### src/rtl/ps2_host_tx.sv
// PS/2 host-to-device command transmitter: inhibits the bus, issues a start bit,
// shifts out 8 data bits, odd parity and stop on device clock edges, then checks the ACK.
module ps2_host_tx #(
    parameter int INHIBIT_CYCLES = 5000,
    parameter int TIMEOUT_CYCLES = 1_000_000
) (
    input  logic       clk,
    input  logic       rst,
    input  logic [7:0] i_data,
    input  logic       i_valid,
    output logic       o_ready,
    output logic       o_busy,
    output logic       o_done,
    output logic       o_error,
    input  logic       i_ps2_clk,
    input  logic       i_ps2_data,
    output logic       o_ps2_clk_oe,
    output logic       o_ps2_data_oe
);
    localparam int TMR_W = $clog2(TIMEOUT_CYCLES + 1);
    localparam int INH_W = $clog2(INHIBIT_CYCLES + 1);
    localparam logic [TMR_W-1:0] TMR_MAX  = TMR_W'(TIMEOUT_CYCLES);
    localparam logic [TMR_W-1:0] TMR_LAST = TMR_W'(TIMEOUT_CYCLES - 1);
    localparam logic [INH_W-1:0] INH_LAST = INH_W'(INHIBIT_CYCLES - 1);

    typedef enum logic [2:0] {
        IDLE, INHIBIT, START, BITS, PARITY, STOP, ACK, WAIT_IDLE
    } state_t;

    state_t           state_q, state_d;
    logic [7:0]       data_q, data_d;
    logic             parity_q, parity_d;
    logic [INH_W-1:0] inh_q, inh_d;
    logic [TMR_W-1:0] tmr_q, tmr_d;
    logic [3:0]       edge_q, edge_d;
    logic             clk_oe_q, clk_oe_d;
    logic             data_oe_q, data_oe_d;
    logic             done_q, done_d;
    logic             error_q, error_d;

    logic clk_meta, clk_sync, clk_prev;
    logic data_meta, data_sync;
    logic fall, active, timeout;

    // NOTE: sequential state uses non-blocking assignments so every register
    // samples the pre-edge value of its neighbours, independent of statement order.
    always_ff @(posedge clk) begin
        if (rst) begin
            clk_meta  <= 1'b1;
            clk_sync  <= 1'b1;
            clk_prev  <= 1'b1;
            data_meta <= 1'b1;
            data_sync <= 1'b1;
        end else begin
            clk_meta  <= i_ps2_clk;
            clk_sync  <= clk_meta;
            clk_prev  <= clk_sync;
            data_meta <= i_ps2_data;
            data_sync <= data_meta;
        end
    end

    assign fall    = clk_prev & ~clk_sync;
    assign active  = (state_q != IDLE) && (state_q != INHIBIT);
    assign timeout = active && (tmr_q == TMR_LAST);

    always_ff @(posedge clk) begin
        if (rst) begin
            state_q   <= IDLE;
            data_q    <= '0;
            parity_q  <= 1'b0;
            inh_q     <= '0;
            tmr_q     <= '0;
            edge_q    <= '0;
            clk_oe_q  <= 1'b0;
            data_oe_q <= 1'b0;
            done_q    <= 1'b0;
            error_q   <= 1'b0;
        end else begin
            state_q   <= state_d;
            data_q    <= data_d;
            parity_q  <= parity_d;
            inh_q     <= inh_d;
            tmr_q     <= tmr_d;
            edge_q    <= edge_d;
            clk_oe_q  <= clk_oe_d;
            data_oe_q <= data_oe_d;
            done_q    <= done_d;
            error_q   <= error_d;
        end
    end

    // NOTE: every variable gets a default before the case so no path leaves one
    // unassigned, which would otherwise infer a latch.
    always_comb begin
        state_d   = state_q;
        data_d    = data_q;
        parity_d  = parity_q;
        inh_d     = inh_q;
        tmr_d     = tmr_q;
        edge_d    = edge_q;
        clk_oe_d  = clk_oe_q;
        data_oe_d = data_oe_q;
        done_d    = 1'b0;
        error_d   = 1'b0;

        if (active && tmr_q != TMR_MAX) tmr_d = tmr_q + TMR_W'(1);

        case (state_q)
            IDLE: begin
                clk_oe_d  = 1'b0;
                data_oe_d = 1'b0;
                inh_d     = '0;
                tmr_d     = '0;
                edge_d    = '0;
                if (i_valid) begin
                    data_d   = i_data;
                    parity_d = ~^i_data;
                    clk_oe_d = 1'b1;
                    state_d  = INHIBIT;
                end
            end
            INHIBIT: begin
                if (inh_q == INH_LAST) begin
                    clk_oe_d  = 1'b0;
                    data_oe_d = 1'b1;
                    tmr_d     = '0;
                    state_d   = START;
                end else begin
                    inh_d = inh_q + INH_W'(1);
                end
            end
            START: if (fall) begin
                data_oe_d = ~data_q[0];
                edge_d    = 4'd1;
                state_d   = BITS;
            end
            BITS: if (fall) begin
                data_oe_d = ~data_q[edge_q[2:0]];
                edge_d    = edge_q + 4'd1;
                if (edge_q == 4'd7) state_d = PARITY;
            end
            PARITY: if (fall) begin
                data_oe_d = ~parity_q;
                edge_d    = edge_q + 4'd1;
                state_d   = STOP;
            end
            STOP: if (fall) begin
                data_oe_d = 1'b0;
                edge_d    = edge_q + 4'd1;
                state_d   = ACK;
            end
            ACK: if (fall) begin
                edge_d = edge_q + 4'd1;
                if (!data_sync) begin
                    state_d = WAIT_IDLE;
                end else begin
                    error_d = 1'b1;
                    state_d = IDLE;
                end
            end
            WAIT_IDLE: if (clk_sync && data_sync) begin
                done_d  = 1'b1;
                state_d = IDLE;
            end
            default: state_d = IDLE;
        endcase

        // A stuck transaction overrides whatever bus event landed this cycle.
        if (timeout) begin
            state_d   = IDLE;
            clk_oe_d  = 1'b0;
            data_oe_d = 1'b0;
            done_d    = 1'b0;
            error_d   = 1'b1;
        end
    end

    assign o_ready       = (state_q == IDLE);
    assign o_busy        = ~o_ready;
    assign o_done        = done_q;
    assign o_error       = error_q;
    assign o_ps2_clk_oe  = clk_oe_q;
    assign o_ps2_data_oe = data_oe_q;
endmodule

### config.mk
export PLATFORM = sky130hd
export DESIGN_NAME = ps2_host_tx
export DESIGN_NICKNAME = d
export VERILOG_FILES = /design/src/rtl/ps2_host_tx.sv
export SDC_FILE = /design/constraint.sdc
export NUM_CORES = 1
export LEC_CHECK = 0
export CAP_MARGIN = 10
export CORE_MARGIN = 2
export CORE_UTILIZATION = 35
export CTS_CLUSTER_DIAMETER = 40
export DETAILED_ROUTE_END_ITERATION = 6
export GPL_ROUTABILITY_DRIVEN = 0
export HOLD_SLACK_MARGIN = 0.03
export PLACE_DENSITY = 0.51
export SYNTH_ARGS = -nofsm -noshare
export SYNTH_HDL_FRONTEND = slang
export SYNTH_SLANG_ARGS = --single-unit
### constraint.sdc
create_clock -name clk -period 3.1 [get_ports clk]
set_clock_uncertainty 0.2 [all_clocks]
set_input_delay 0.31 -clock clk [delete_from_list [all_inputs] [get_ports clk]]
set_output_delay 0.31 -clock clk [all_outputs]
set_load 0.005 [all_outputs]
==> metrics.txt <==
run status completed; commonest cells after routing, fill and taps aside dfxtp_1 (58), nor2_1 (39), nand2_1 (32); die extent in x 93.8 um; # nets final between 300 and 400; Vias/cell 5.11; setup repair bufs after CTS 0; layout cell share with drive strength beyond 1 ~13%; WS Path Type reg2out; final instance area roughly 0.0033 mm^2; Final Setup Violations 0; vias 2367; Clock Pin Slew Worst Setup and Hold Paths about 0.07 ns; Site Rows 32; DR WL/cell 12.9 um; die area 0.00880 mm^2; Critical Path RT roughly 2.6 ns; final slew viol count 0; Syn Inst Count about 340; CTS tree done; CP max-delay cell clkdlybuf4s50_1; synthesized flop and latch total between 50 and 60; Placeable Area 0.00777 mm^2; Clk Latency, worst-skew pair between 0.3 and 0.4 ns; f_max slightly above 400 MHz; leakage 1.10 nW; Cell Pwr Density between 400 and 500 mW/mm^2; library cells used by synthesis approximately 50; Root Driver clkbuf_8; Bufs and invs on worst path 3; worst slew pin tran ~0.48 ns; Worst path max stage delay 0.50 ns; Critical Path Fanout Max 10; CTS resizes 0; RSZ-0062 raised after global routing no; CP dominant cell by count buf_4; Hold Startpoint data_meta$_SDFF_PP1_; Starting Density around 36%; number of synthesized flops with an enable pin 0; port buffer count 18; Arr. time, crit path between 1.5 and 2 ns; die height ~94 um; GRT Total Usage 15.0%; top post-synthesis cells by area dfxtp_1 (41%), xnor2_1 (6.2%), nor2_1 (5.2%), nand2_1 (4.3%), a21oi_1 (4.1%); Sequential cell area approximately 0.0012 mm^2; final cycle utilization of the critical path 78.4%; worst hold margin between 0.2 and 0.25 ns; share of synthesized registers carrying an async set or reset 0%; minimum clock period about 2.4 ns; area of placed instances 0.00313 mm^2; H-tree levels 3; HPWL after detailed placement about 4300 um; synth warn 0; HP Class reg2reg; fillers 807; Worst VDD drop 0.000183 V; critical path endpoint category output port; synthesized area per cell around 8.4 um^2; antenna violations before repair 0; largest net degree at the start of global routing 27; Worst setup SP type flop; # hold bufs at CTS 0; I/O pins 19; delay-heaviest family, CP buffers and inverters; vias in the first global route 2155; CP Cell Sequence buf_4 > nor3_1 > buf_4 > clkdlybuf4s50_1; DR iter-0 viols 79; Rel. slew slack around two thirds; antenna violation net count after detailed routing 0; setup TNS 0 ns; grt total ovfl 0; sequential fraction of the synthesis area 41.1%; maximum buffer depth of the clock tree 2; P&R area growth vs syn 18.0%; Synth Cell Area approximately 0.0028 mm^2; first-pass GRT wire length between 10000 and 15000 um; Worst R2R Start tmr_q[7]$_SDFF_PP0_; Top FF cell, synth dfxtp_1; final hold violation count 0; CTS Buf Count 9; Synth area leader dfxtp_1; DR pass1 iterations 4; syn_nets around 350; Synth top area share 41.1%; multi-input combinational cell area 0.00156 mm^2; drt total wl between 5000 and 6000 um; Sink Count 58; DRC Markers 0; Inserted Diodes 0; Critical path origin state_q[1]$_SDFFE_PP0P_; MaxCap Viol Count 0; commonest non-fill, non-tap cell in the layout dfxtp_1
-- worst reg2reg max path, delay by kind of cell, from the launching register on --
| kind | cells | cell delay, ns |
|---|---|---|
| AND/OR/NAND/NOR | 3 | 1.16 |
| AO/OA/AOI/OAI | 2 | 0.58 |
| flip-flops | 1 | 0.34 |
-- sequential cells by signal, summed over array words and instances (netlist names) --
register,cells
clk_meta,1
clk_prev,1
clk_sync,1
data_meta,1
data_q,8
data_sync,1
edge_q,4
inh_q,13
o_done,1
o_error,1
o_ps2_clk_oe,1
o_ps2_data_oe,1
parity_q,1
state_q,3
tmr_q,20
-- routing by layer --
layer | share of wire [%] | global-route usage, % | up-vias
met5 | 0 | 0 | -
met4 | 2.2 | 8.33 | 0
met3 | 3.0 | 3.13 | 12
met2 | 45 | 23.2 | 35
met1 | 50 | 19.4 | 1099
li1 | - | - | 1221
-- where the power goes --
| part | total, mW | switching, mW | leakage [nW] | internal, mW |
|---|---|---|---|---|
| Combinational | 0.104 | 0.0520 | 0.526 | 0.0519 |
| Clock | 0.717 | 0.307 | 0.105 | 0.410 |
| Sequential | 0.768 | 0.00932 | 0.470 | 0.759 |
-- stage by stage --
stage               utilization, %  setup slack, ns  power (mW)  std cells
global route                  42.9            0.548        1.66        463
finish                        42.9            0.670        1.59        463
floorplan                        -            0.810       0.846        335
detailed placement            40.2            0.729       0.889        447
CTS                           42.9            0.658        1.61        463
global placement              40.2            0.728       0.890        447
-- path summary, 6_finish.rpt --
| path | cells after the start | slack, ns | endpoint |
|---|---|---|---|
| setup / recovery | 4 | 0.67 | o_ready |
| hold / removal | 1 | 0.22 | data_sync$_SDFF_PP1_ |
| setup reg to reg | 5 | 0.73 | tmr_q[1]$_SDFF_PP0_ |
| hold reg to reg | 1 | 0.22 | data_sync$_SDFF_PP1_ |
-- cell type report --
cell class              instances  area share [%]
multi-input cells             251            46.9
flip-flops and latches         58            34.9
repair buffers                 25            6.99
clock buffers                  11            4.55
well taps                     102            3.83
clock inverters                 5            1.58
inverters                      11            1.24
-- cells by family (layout without fill, tap and decap cells) --
| logic type | after synthesis | in the layout | share of synthesized area, % |
|---|---|---|---|
| AO/OA/AOI/OAI | 58 | 58 | 13.2 |
| XOR/XNOR | 33 | 33 | 10.2 |
| adder cells (fa/ha/maj) | 4 | 4 | 1.77 |
| buffers and inverters | 26 | 52 | 3.50 |
| flip-flops | 58 | 58 | 41.1 |
| multiplexers | 4 | 4 | 2.35 |
| AND/OR/NAND/NOR | 152 | 152 | 27.8 |
-- cells in the mapped netlist (2+ instances only) --
library cell,count
nand2b_1,3
or3_1,4
nor3_1,12
or2_2,9
nor2_1,39
a22oi_1,3
xnor2_1,20
o221a_2,2
o32ai_1,2
inv_1,11
o211ai_1,2
nand3_1,16
or4_1,2
and3_1,4
nand4_1,6
clkbuf_1,14
a31oi_1,2
xor2_1,13
o21ai_0,14
dfxtp_1,58
mux4_2,2
a21oi_1,23
nand2_1,32
and2_1,5
a211oi_1,3
nor4_1,5
and4_2,2
ha_1,4
(Power assumes the default switching activity.)
